File: src/rtl/enha_pkg.sv
// enha_pkg: shared constants and types for the enhancement-rate generator.
//   Rate codes    : RATE_X1 (x1), RATE_X3_4, RATE_X1_2, RATE_X1_4 (x1/4)
//   Thresholds    : THR_192 / THR_128 / THR_64, the clip level of codes 01/10/11
//   state_t       : IDLE / ACCUM / DECIDE frame-statistics state machine
package enha_pkg;

    localparam logic [1:0] RATE_X1   = 2'b00;
    localparam logic [1:0] RATE_X3_4 = 2'b01;
    localparam logic [1:0] RATE_X1_2 = 2'b10;
    localparam logic [1:0] RATE_X1_4 = 2'b11;

    localparam int THR_192 = 192;
    localparam int THR_128 = 128;
    localparam int THR_64  = 64;

    localparam int NUM_THR = 3;

    typedef enum logic [1:0] {
        IDLE   = 2'd0,
        ACCUM  = 2'd1,
        DECIDE = 2'd2
    } state_t;

endpackage

File: src/rtl/enha_rate_gen_thr_counter.sv
// thr_counter: one saturating compare-and-count unit.
//   Counts cycles where iDE is high and pixel >= THR; saturates at all-ones.
//   clear restarts the count, but a hit in the same cycle still counts (0 + inc),
//   so the pixel coincident with a frame boundary belongs to the new frame.
// Ports:
//   clk, rst_n : clock, asynchronous active-low reset
//   clear      : restart count this cycle
//   iDE        : pixel valid
//   pixel      : 8-bit pixel value
//   cnt        : current count
module thr_counter
    import enha_pkg::*;
#(
    parameter int THR   = THR_64,
    parameter int CNT_W = 12
) (
    input  logic             clk,
    input  logic             rst_n,
    input  logic             clear,
    input  logic             iDE,
    input  logic [7:0]       pixel,
    output logic [CNT_W-1:0] cnt
);

    logic hit;

    // 9-bit compare so a threshold of 256 would be expressible
    assign hit = iDE && ({1'b0, pixel} >= 9'(THR));

    always_ff @(posedge clk or negedge rst_n) begin
        if (!rst_n)
            cnt <= '0;
        else if (clear)
            cnt <= {{(CNT_W-1){1'b0}}, hit};
        else if (hit && (cnt != {CNT_W{1'b1}}))
            cnt <= cnt + 1'b1;
    end

endmodule

File: src/rtl/enha_rate_gen.sv
// enha_rate_gen: per-block enhancement-rate generator for backlight dimming.
//   Counts pixels at or above 192/128/64 over a frame; on each iVS it snapshots
//   the counts and, one cycle later, registers the strongest rate whose clip
//   count is <= CLIP_CNT. Result visible two cycles after iVS.
//   Optional macro ENHA_RATE_SLEW_EN: rate moves one code step per decision.
// Ports:
//   iODCK      : pixel clock
//   iRST       : asynchronous active-low reset
//   iVS        : frame-boundary strobe
//   iDE        : pixel valid
//   iBpixel    : block pixel value
//   oEnhaRate  : rate code (00 x1, 01 x3/4, 10 x1/2, 11 x1/4)
//   oRateVld   : one-cycle pulse per decision
//   oFirstDone : high once the first frame has been evaluated
module enha_rate_gen
    import enha_pkg::*;
#(
    parameter int CNT_W    = 12,
    parameter int CLIP_CNT = 0
) (
    input  logic       iODCK,
    input  logic       iRST,
    input  logic       iVS,
    input  logic       iDE,
    input  logic [7:0] iBpixel,
    output logic [1:0] oEnhaRate,
    output logic       oRateVld,
    output logic       oFirstDone
);

    localparam logic [CNT_W-1:0] CLIP = CNT_W'(CLIP_CNT);

    state_t state, state_nxt;

    // index 0/1/2 = threshold of code 01/10/11
    logic [NUM_THR-1:0][CNT_W-1:0] cnt;
    logic [NUM_THR-1:0][CNT_W-1:0] snap;
    logic       cnt_clear, cnt_de, snap_ld;
    logic [1:0] target, rate_nxt;

    // IDLE holds the counters at zero; the first iVS starts a frame and
    // its coincident pixel already counts.
    assign cnt_clear = iVS || (state == IDLE);
    assign cnt_de    = iDE && ((state != IDLE) || iVS);
    assign snap_ld   = iVS && (state != IDLE);

    for (genvar g = 0; g < NUM_THR; g++) begin : g_thr
        localparam int T = (g == 0) ? THR_192 : (g == 1) ? THR_128 : THR_64;
        thr_counter #(.THR(T), .CNT_W(CNT_W)) u_cnt (
            .clk   (iODCK),
            .rst_n (iRST),
            .clear (cnt_clear),
            .iDE   (cnt_de),
            .pixel (iBpixel),
            .cnt   (cnt[g])
        );
    end

    always_ff @(posedge iODCK or negedge iRST) begin
        if (!iRST)
            state <= IDLE;
        else
            state <= state_nxt;
    end

    always_comb begin
        state_nxt = state;
        case (state)
            IDLE:    if (iVS) state_nxt = ACCUM;
            ACCUM:   if (iVS) state_nxt = DECIDE;
            DECIDE:  state_nxt = iVS ? DECIDE : ACCUM;
            default: state_nxt = IDLE;
        endcase
    end

    always_ff @(posedge iODCK or negedge iRST) begin
        if (!iRST)
            snap <= '0;
        else if (snap_ld)
            snap <= cnt;
    end

    // Largest qualifying code wins; counts are monotonic so later checks
    // only ever upgrade the choice.
    always_comb begin
        target = RATE_X1;
        if (snap[0] <= CLIP) target = RATE_X3_4;
        if (snap[1] <= CLIP) target = RATE_X1_2;
        if (snap[2] <= CLIP) target = RATE_X1_4;
    end

    always_comb begin
        rate_nxt = target;
`ifdef ENHA_RATE_SLEW_EN
        if (target > oEnhaRate)
            rate_nxt = oEnhaRate + 2'd1;
        else if (target < oEnhaRate)
            rate_nxt = oEnhaRate - 2'd1;
        else
            rate_nxt = oEnhaRate;
`endif
    end

    // Decision registered at the end of DECIDE; an iVS in DECIDE still
    // uses the old snapshot here because snap updates on the same edge.
    always_ff @(posedge iODCK or negedge iRST) begin
        if (!iRST) begin
            oEnhaRate  <= RATE_X1;
            oRateVld   <= 1'b0;
            oFirstDone <= 1'b0;
        end else begin
            oRateVld <= (state == DECIDE);
            if (state == DECIDE) begin
                oEnhaRate  <= rate_nxt;
                oFirstDone <= 1'b1;
            end
        end
    end

endmodule
File: config.mk
export PLATFORM = sky130hd
export DESIGN_NAME = enha_rate_gen
export DESIGN_NICKNAME = d
export VERILOG_FILES = /design/src/rtl/enha_pkg.sv /design/src/rtl/enha_rate_gen_thr_counter.sv /design/src/rtl/enha_rate_gen.sv
export SDC_FILE = /design/constraint.sdc
export NUM_CORES = 1
export LEC_CHECK = 0
export ABC_AREA = 1
export BUFFER_PORTS_ARGS = -buffer_cell sky130_fd_sc_hd__clkbuf_2
export CAP_MARGIN = 20
export CORE_UTILIZATION = 30
export DETAILED_ROUTE_END_ITERATION = 8
export GPL_ROUTABILITY_DRIVEN = 0
export PLACE_DENSITY = 0.52
export SLEW_MARGIN = 20
export SYNTH_ARGS = -nofsm -noshare
export SYNTH_HDL_FRONTEND = slang
export SYNTH_SLANG_ARGS = --single-unit
File: constraint.sdc
create_clock -name iODCK -period 1.5 [get_ports iODCK]
set_clock_uncertainty 0.05 [all_clocks]
set_input_delay 0.3 -clock iODCK [delete_from_list [all_inputs] [get_ports iODCK]]
set_output_delay 0.3 -clock iODCK [all_outputs]
set_load 0.01 [all_outputs]
Yosys cells after proc, flatten, opt, wreduce, memory -nomap -nowiden
Index checks and enable logic that the tools add are counted.
Operators by class
  add/sub/neg operators: 3
  multiply operators: 0
  div/mod/pow operators: 0
  magnitude comparators: 6
  equality and inequality tests: 7
  shift-type cells: 0
  muxes and demuxes: 13
  bitwise logic cells: 0
  reductions and logical operators: 16
Operators by type and width (count)
  2-to-1 mux 12 bit: 6
  adder 12 x 1 -> 12 bit, second input constant: 3
  less-or-equal comparator 12 x 1 -> 1 bit, second input constant: 3
  != test 12 bit, second input constant: 3
  >= comparator 8 bit, second input constant: 2
  2-to-1 mux 2 bit: 5
  >= comparator 8 x 7 -> 1 bit, second input constant: 1
  logical AND 1 bit: 8
  nonzero test 2 bit: 4
  one-hot mux 2 bit (3 select lines): 1
  != test 2 bit, second input constant: 2
  equality test 2 x 1 -> 1 bit, second input constant: 1
  equality test 2 bit, second input constant: 1
  zero test 2 bit: 1
  logical OR 1 bit: 2
  AND reduction 2 bit: 1
  2-to-1 mux 1 bit: 1
Word-level totals
  bits in registers: 78
  bits in latches: 0
  memory bits (writable): 0
  memory bits (read-only): 0
  memories: 0

Depth between registers and ports, before layout
Gate-level depths: netlist (run 1).
  word-level depth: 7
  mapped depth: 9

By module
A second synthesis (run 1) with hierarchy kept.
Second synthesis, totals
  cell total of the unflattened synthesis: 484
  area, all modules: 4157.7 µm²
By module, submodules not included
  enha_rate_gen: times used 1, cells an instance 157, area each 1823.0 µm², seq. area each 1051.0 µm²
  thr_counter (g_thr[1].u_cnt): times used 1, cells an instance 111, area each 784.5 µm², seq. area each 300.3 µm²
  thr_counter (g_thr[2].u_cnt): times used 1, cells an instance 109, area each 778.2 µm², seq. area each 300.3 µm²
  thr_counter (g_thr[0].u_cnt): times used 1, cells an instance 107, area each 772.0 µm², seq. area each 300.3 µm²

Least setup slack after synthesis (run 1)
Ideal clock, no wire load.
  kind: flip-flop to flip-flop
  from: register state[0]
  to: register snap[13] (netlist name)
  library setup time: 0.125 ns
  arrival time: 1.197 ns
  required time: 1.325 ns
  setup slack: 0.129 ns
  stages on the path, launching flop included: 6
  buffers on the path: 1
  period minus slack after synthesis: 1.371 ns
  path through: dfrtp_1 > nor2_1 > inv_1 > nand2_2 > buf_4 > mux2_2
On the way
  word-level cells in the longest chain between the ends: 2
RTL lines
  start, declared: RTL line enha_rate_gen.sv:33  | state_t state, state_nxt;
  start signal, assigned: RTL line enha_rate_gen.sv:63  | state <= state_nxt;
  nonzero test 2 bit: RTL line enha_rate_gen.sv:45  | assign snap_ld = iVS && (state != IDLE);
  logical AND 1 bit: RTL line enha_rate_gen.sv:45
  end signal, assigned: RTL line enha_rate_gen.sv:80  | snap <= cnt;
  end, declared: RTL line enha_rate_gen.sv:37  | logic [NUM_THR-1:0][CNT_W-1:0] snap;
Every way passes these cells.
A chain may end at the register's enable or synchronous reset.

Worst setup path after layout (run 1)
  from: register state[0]
  to: register snap[14] (netlist name)
Same word-level chain as after synthesis.

==> results.toml, run 1 <==
[clock_network]
clk_latency_ns = 0.34
clock_tree.root_cell = "sky130_fd_sc_hd__clkbuf_16"
cts-buffers-inserted = 9
cts.reportedPaths.clkPinSlew_ns = 0.06
clock_path_buffers = 2
cts-htree-levels = 3
cts.sink_count = 78
cts_tree = "built"

[logic_synthesis]
post-synth-top-area-fraction_pct = 48.9
ys_ff_latch = 78
synthesized_area_um2 = 3990
synth_enable_flop_cells = 0
yosys.area.top_type = "sky130_fd_sc_hd__dfrtp_1"
async_reset_ff_share_pct = 100
synth_top_family_by_area = "simple AND/OR/NAND/NOR gates"
muxShareOfSynthArea_pct = 3.10
synthMostInstantiatedCell = "sky130_fd_sc_hd__nand2_1"
synth_sequential_area_ratio_pct = 48.9
ys.flop_type = "sky130_fd_sc_hd__dfrtp_1"
synthCells = 508
post_synth_and_or_nand_nor_area_fraction_pct = 33.0
post_synth_fa_ha_maj_area_fraction_pct = 0.940
synth_warnings = 0
synth_area_leaders = "sky130_fd_sc_hd__dfrtp_1, sky130_fd_sc_hd__nand2_1, sky130_fd_sc_hd__nand3_1, sky130_fd_sc_hd__nor2_1, sky130_fd_sc_hd__o21ai_0"
synth.cells.most_frequent = "sky130_fd_sc_hd__nand2_1, sky130_fd_sc_hd__dfrtp_1, sky130_fd_sc_hd__nor2_1, sky130_fd_sc_hd__nand3_1, sky130_fd_sc_hd__inv_1"
post_synth_xor_area_fraction_pct = 2.41
synth_fp_nets = 523
synthDistinctLibCells = 24
average_footprint_of_a_synthesized_cell_um2 = 7.86
synth-compound-area-share_pct = 5.39

[drt]
drt-wirelength-per-cell_um = 12.1
via_count = 3321
wirelength_mm = 8.78
first_pass_iters = 4
via_per_inst = 4.56
dr.first_iter.drc_count = 129
drt.antenna.violating_nets = 0
post-route-drc-count = 0

[floorplan]
coreArea_um2 = 12800
die_width_um = 117
start_util_pct = 31.3
die_y_um = 117
rows = 41
design.portCount = 16
floorplan.die_area_um2 = 13800

[worst_setup_path]
slack_of_the_worst_reg_to_reg_path_ns = 0.08
worst_setup_path_end_kind = "flop"
worst_r2r_start = "state[0]$_DFFE_PN0P_"
worst_ep_required_time_ns = 1.67
highest_cell_delay_on_the_worst_timing_path_ns = 0.41
cp_max_fanout = 21
depth_of_the_worst_register_to_register_path = 5
worstSetupPathType = "flop to flop"
launch_point_of_the_critical_path = "state[0]$_DFFE_PN0P_"
crit_path_start_kind = "flop"
crit_slowest_cell = "sky130_fd_sc_hd__dfrtp_1"
critPathArrivalTime_ns = 1.59
end_of_the_worst_register_to_register_path = "snap[14]$_DFFE_PN0P_"
worst_setup_path_end = "snap[14]$_DFFE_PN0P_"
cp_cell_sequence = "nor2_4 -> inv_1 -> nand2_2 -> buf_12 -> mux2_2"

[timing]
timing_hold_violations_final = 0
report.final.slew_viol_count = 0
slew_headroom_pct = 73.6
setup_viol_count_final = 0
fmax_mhz = 704
worst_slew_pin_slew_ns = 0.395
min_period_over_period_pct = 94.8
setup_tns_ns = 0
period_needed_ns = 1.42
hold_ws_ns = 0.281

[min_path]
hold_class = "input port to flop"

[finish]
nFillCells = 1314
finalNonFillerCells = 728
layout-drive-gt1-share_pct = 19.6
final_nets = 566
antenna_cells = 0
final_util_pct = 38.6
flow.area_growth_from_synthesis_pct = 23.6

[global_route]
number_of_antenna_violations_at_the_first_check_in_global_routing = 0
use_met1_pct = 18.2
overflow = 0
maximum_number_of_pins_on_one_net_before_global_route_repair = 69
global_route_wire_length_before_repair_mm = 14.9
globalRouteMet3Util_pct = 2.48
groute.usage.overall_pct = 13.6
number_of_global_route_vias_before_repair = 3150
gr-max-usage-layer = "met2"
groute.layer.met2.usage_pct = 21.3

[pwr]
power_per_cell_area_nw_per_um2 = 1170
total_leakage_power_nw = 2.28
total_power_w = 0.00578
peakVddDrop_mv = 0.538

[placed_design]
hpwl_mm = 6.23
dp_cells = 709
io_buffers = 9

[status]
status = "complete, no violations"

[job]
maxCapViolCount = 0
[kinds of logic after synthesis]
kind of cell / Yosys count
adder cells (fa/ha/maj): 3
XOR/XNOR: 11
multiplexers: 11
AO/OA/AOI/OAI: 43
flip-flops: 78
buffers and inverters: 55
AND/OR/NAND/NOR: 307
[power by group]
group	internal (W)	switching (W)	leakage (nW)
combinational	0.000459	0.000645	1.07
clock	0.00150	0.000865	0.148
sequential	0.00223	0.0000780	1.06
[metal layers]
layer  up-vias  routed length (µm)
met5         -                   0
met4         0                  97
met3         6                 247
met2        50                4070
met1      1562                4370
li1       1703                   -
[through the flow]
step                cell area (µm²)  setup WS (ns)
floorplan                      3990          0.129
global placement               4490        -0.0571
detailed placement             4490        -0.0833
CTS                            4830        0.00551
global route                   4930       -0.00396
finish                         4930         0.0786
[sequential cells by signal, indices dropped and copies added, names as in the netlist]
register,cells
g_thr.u_cnt.cnt,36
snap,36
oEnhaRate,2
state,2
oFirstDone,1
oRateVld,1
[critical path, delay by kind of cell, from the launching register on]
kind / cells / cell delay (ns)
DFF: 1 / 0.41
muxes: 1 / 0.34
and+or+nand+nor: 2 / 0.29
buffers and inverters: 2 / 0.22
[area by class of cell]
class	instances	area, µm²	area share (%)
inverter	40	154	3.12
tap	172	215	4.36
clock inverter	5	82.6	1.67
timing repair buffer	47	405	8.22
clock buffer	11	243	4.92
sequential	78	1950	39.6
multi-input combinational	375	1880	38.1
[placed cells by master, fill, tap and decap left out, drive strengths merged]
cell	synthesis	final
clkbuf	2	19
nor2	76	76
nand4	2	2
dfrtp	78	78
dlygate4sd3	0	1
ha	3	3
a21oi	6	6
bufinv	0	2
buf	13	38
mux2	11	11
nand3	66	66
xor2	9	9
inv	40	39
or2	1	1
nand2	161	161
nor3	1	1
clkinvlp	0	4
o21ai	37	37
xnor2	2	2
[timing repair]
item                                    CTS  global route
setup buffers                             0             2
hold endpoints to repair                 10             0
gates resized for setup                   1            23
hold buffers                              1             0
endpoints found under the setup margin   45            47
pin swaps                                 1             4
[how the worst min path moves through the flow]
stage | startpoint | to | slack [ns] | cells past startpoint
floorplan | iRST | g_thr[0].u_cnt.cnt[0]$_DFFE_PN0P_ | -0.05 | 0
global placement | iRST | g_thr[0].u_cnt.cnt[10]$_DFFE_PN0P_ | 0.10 | 1
detailed placement | iRST | g_thr[0].u_cnt.cnt[10]$_DFFE_PN0P_ | 0.11 | 1
CTS | iVS | state[1]$_DFFE_PN0P_ | 0.26 | 4
global route | iVS | state[1]$_DFFE_PN0P_ | 0.29 | 4
finish | iVS | state[1]$_DFFE_PN0P_ | 0.28 | 4
Note: power is estimated with default switching activity, not from simulation.
==> inputs of run 2 (changes only) <==
--- a/config.mk
+++ b/config.mk
@@ -8,10 +8,10 @@
 export ABC_AREA = 1
 export BUFFER_PORTS_ARGS = -buffer_cell sky130_fd_sc_hd__clkbuf_2
 export CAP_MARGIN = 20
-export CORE_UTILIZATION = 30
+export CORE_UTILIZATION = 35
 export DETAILED_ROUTE_END_ITERATION = 8
 export GPL_ROUTABILITY_DRIVEN = 0
-export PLACE_DENSITY = 0.52
+export PLACE_DENSITY = 0.58
 export SLEW_MARGIN = 20
 export SYNTH_ARGS = -nofsm -noshare
 export SYNTH_HDL_FRONTEND = slang
==> constraint.sdc (replaced) <==
create_clock -name iODCK -period 1.5 [get_ports iODCK]
set_clock_uncertainty 0.05 [all_clocks]
set_input_delay 0.075 -clock iODCK [delete_from_list [all_inputs] [get_ports iODCK]]
set_output_delay 0.075 -clock iODCK [all_outputs]
set_load 0.01 [all_outputs]
==> results.toml, run 2 (synthesis results as in run 1) <==
[finish]
antenna_cells = 0
final_nets = 570
register_area_um2 = 1950
finalNonFillerCells = 700
leading_cell_type_in_the_layout_fill_and_taps_excluded = "sky130_fd_sc_hd__nand2_1"
top_regs = "g_thr.u_cnt.cnt (36), snap (36)"
final_cell_mix = "sky130_fd_sc_hd__nand2_1, sky130_fd_sc_hd__dfrtp_1, sky130_fd_sc_hd__nand3_1"
flow.area_growth_from_synthesis_pct = 21.5
nFillCells = 1092
layout-drive-gt1-share_pct = 20.0
area_used_by_multi_input_combinational_logic_um2 = 1860

[timing]
setup_viol_count_final = 0
setup_slack_of_the_critical_path_after_layout_ns = 0.0609
min_period_over_period_pct = 95.9
hold_ws_ns = 0.0150
report.final.slew_viol_count = 0
slew_headroom_pct = 63.6
fmax_mhz = 695
worst_slew_pin_slew_ns = 0.545
grt_setup_unrepaired = "true"
timing_hold_violations_final = 0
period_needed_ns = 1.44

[global_route]
groute.usage.overall_pct = 16.4
number_of_global_route_vias_before_repair = 3258
maximum_number_of_pins_on_one_net_before_global_route_repair = 41
global_route_wire_length_before_repair_mm = 14.9
overflow = 0
number_of_antenna_violations_at_the_first_check_in_global_routing = 0

[drt]
first_pass_iters = 4
wirelength_mm = 8.80
dr.first_iter.drc_count = 115
via_per_inst = 4.76
drt-wirelength-per-cell_um = 12.6
post-route-drc-count = 0
via_count = 3333
drt.antenna.violating_nets = 0

[pwr]
total_power_w = 0.00550
power_per_cell_area_nw_per_um2 = 1130
peakVddDrop_mv = 0.738
total_leakage_power_nw = 2.29

[worst_setup_path]
depth_of_the_worst_register_to_register_path = 7
worstSetupPathType = "flop to flop"
cp_max_fanout = 8
launch_point_of_the_critical_path = "g_thr[0].u_cnt.cnt[0]$_DFFE_PN0P_"
crit_path_start_kind = "flop"
end_of_the_worst_register_to_register_path = "g_thr[0].u_cnt.cnt[2]$_DFFE_PN0P_"
worst_setup_path_end_kind = "flop"
worst_ep_required_time_ns = 1.66
worst_r2r_start = "g_thr[0].u_cnt.cnt[0]$_DFFE_PN0P_"
slack_of_the_worst_reg_to_reg_path_ns = 0.06
critPathArrivalTime_ns = 1.60
worst_setup_path_end = "g_thr[0].u_cnt.cnt[2]$_DFFE_PN0P_"

[min_path]
hold_depth = 3
hold_class = "input port to flop"

[clock_network]
cts.reportedPaths.clkPinSlew_ns = 0.06
cts-buffers-inserted = 9
clk_latency_ns = 0.34
cts-htree-levels = 3
cts.sink_count = 78
clock_path_buffers = 2
clock_tree.root_cell = "sky130_fd_sc_hd__clkbuf_16"
cts_tree = "built"

[floorplan]
rows = 38
die_width_um = 109
coreArea_um2 = 11000
die_y_um = 109
design.portCount = 16
floorplan.die_area_um2 = 11800
start_util_pct = 36.4

[placed_design]
io_buffers = 9
dp_slack_ns = -0.0111
hpwl_mm = 6.23
dp_cells = 677

[job]
maxCapViolCount = 0

[status]
status = "complete, no violations"
[run 2: where the power goes]
part	internal, W	leakage [nW]	switching (W)
logic	0.000417	1.08	0.000626
clock network	0.00128	0.146	0.000857
registers	0.00223	1.06	0.0000818
total	0.00393	2.29	0.00156
[run 2: worst max-delay path, stage by stage, from the launching register on]
cell                      delay (ns)
sky130_fd_sc_hd__dfrtp_1        0.40
sky130_fd_sc_hd__ha_4           0.15
sky130_fd_sc_hd__nand2_2        0.08
sky130_fd_sc_hd__nor2_4         0.18
sky130_fd_sc_hd__nand3_4        0.12
sky130_fd_sc_hd__nand3_4        0.16
sky130_fd_sc_hd__buf_4          0.12
sky130_fd_sc_hd__o21ai_0        0.06
[run 2: cell type report]
type | instances | share of cell area (%)
sequential | 78 | 40.3
multi-input combinational | 375 | 38.4
timing repair buffer | 51 | 8.64
clock buffer | 10 | 4.72
tap | 140 | 3.61
inverter | 40 | 3.10
clock inverter | 6 | 1.29
[run 2: how the worst min path moves through the flow]
stage	from	end	slack [ns]
2_1_floorplan	iRST	g_thr[0].u_cnt.cnt[0]$_DFFE_PN0P_	-0.27
3_3_place_gp	iRST	g_thr[0].u_cnt.cnt[3]$_DFFE_PN0P_	0.05
3_5_place_dp	iRST	g_thr[0].u_cnt.cnt[4]$_DFFE_PN0P_	0.05
4_1_cts	iVS	state[1]$_DFFE_PN0P_	0.006
5_1_grt	iVS	state[1]$_DFFE_PN0P_	0.04
6_report	iVS	state[1]$_DFFE_PN0P_	0.02
[run 2: through the flow]
step           utilization [%]  setup TNS [ns]  instance area (µm²)
2_1_floorplan                -               0                 3990
3_3_place_gp              40.4               0                 4440
3_5_place_dp              40.4         -0.0132                 4440
4_1_cts                   43.2               0                 4740
5_1_grt                   44.2         -0.0996                 4850
6_report                  44.2               0                 4850
[run 2: per-layer routing]
| layer | vias up | wire length, µm | global-route usage [%] |
|---|---|---|---|
| met1 | 1566 | 4250 | 21.2 |
| met5 | - | 0 | 0 |
| li1 | 1714 | - | - |
| met4 | 0 | 139 | 5.89 |
| met2 | 41 | 4180 | 26.9 |
| met3 | 12 | 230 | 3.77 |
[run 2: repair_timing]
action,CTS,global route
hold buffers,1,0
gates resized for setup,1,19
setup buffers,0,6
pin swaps,0,5
hold endpoints to repair,38,0
endpoints found under the setup margin,3,25
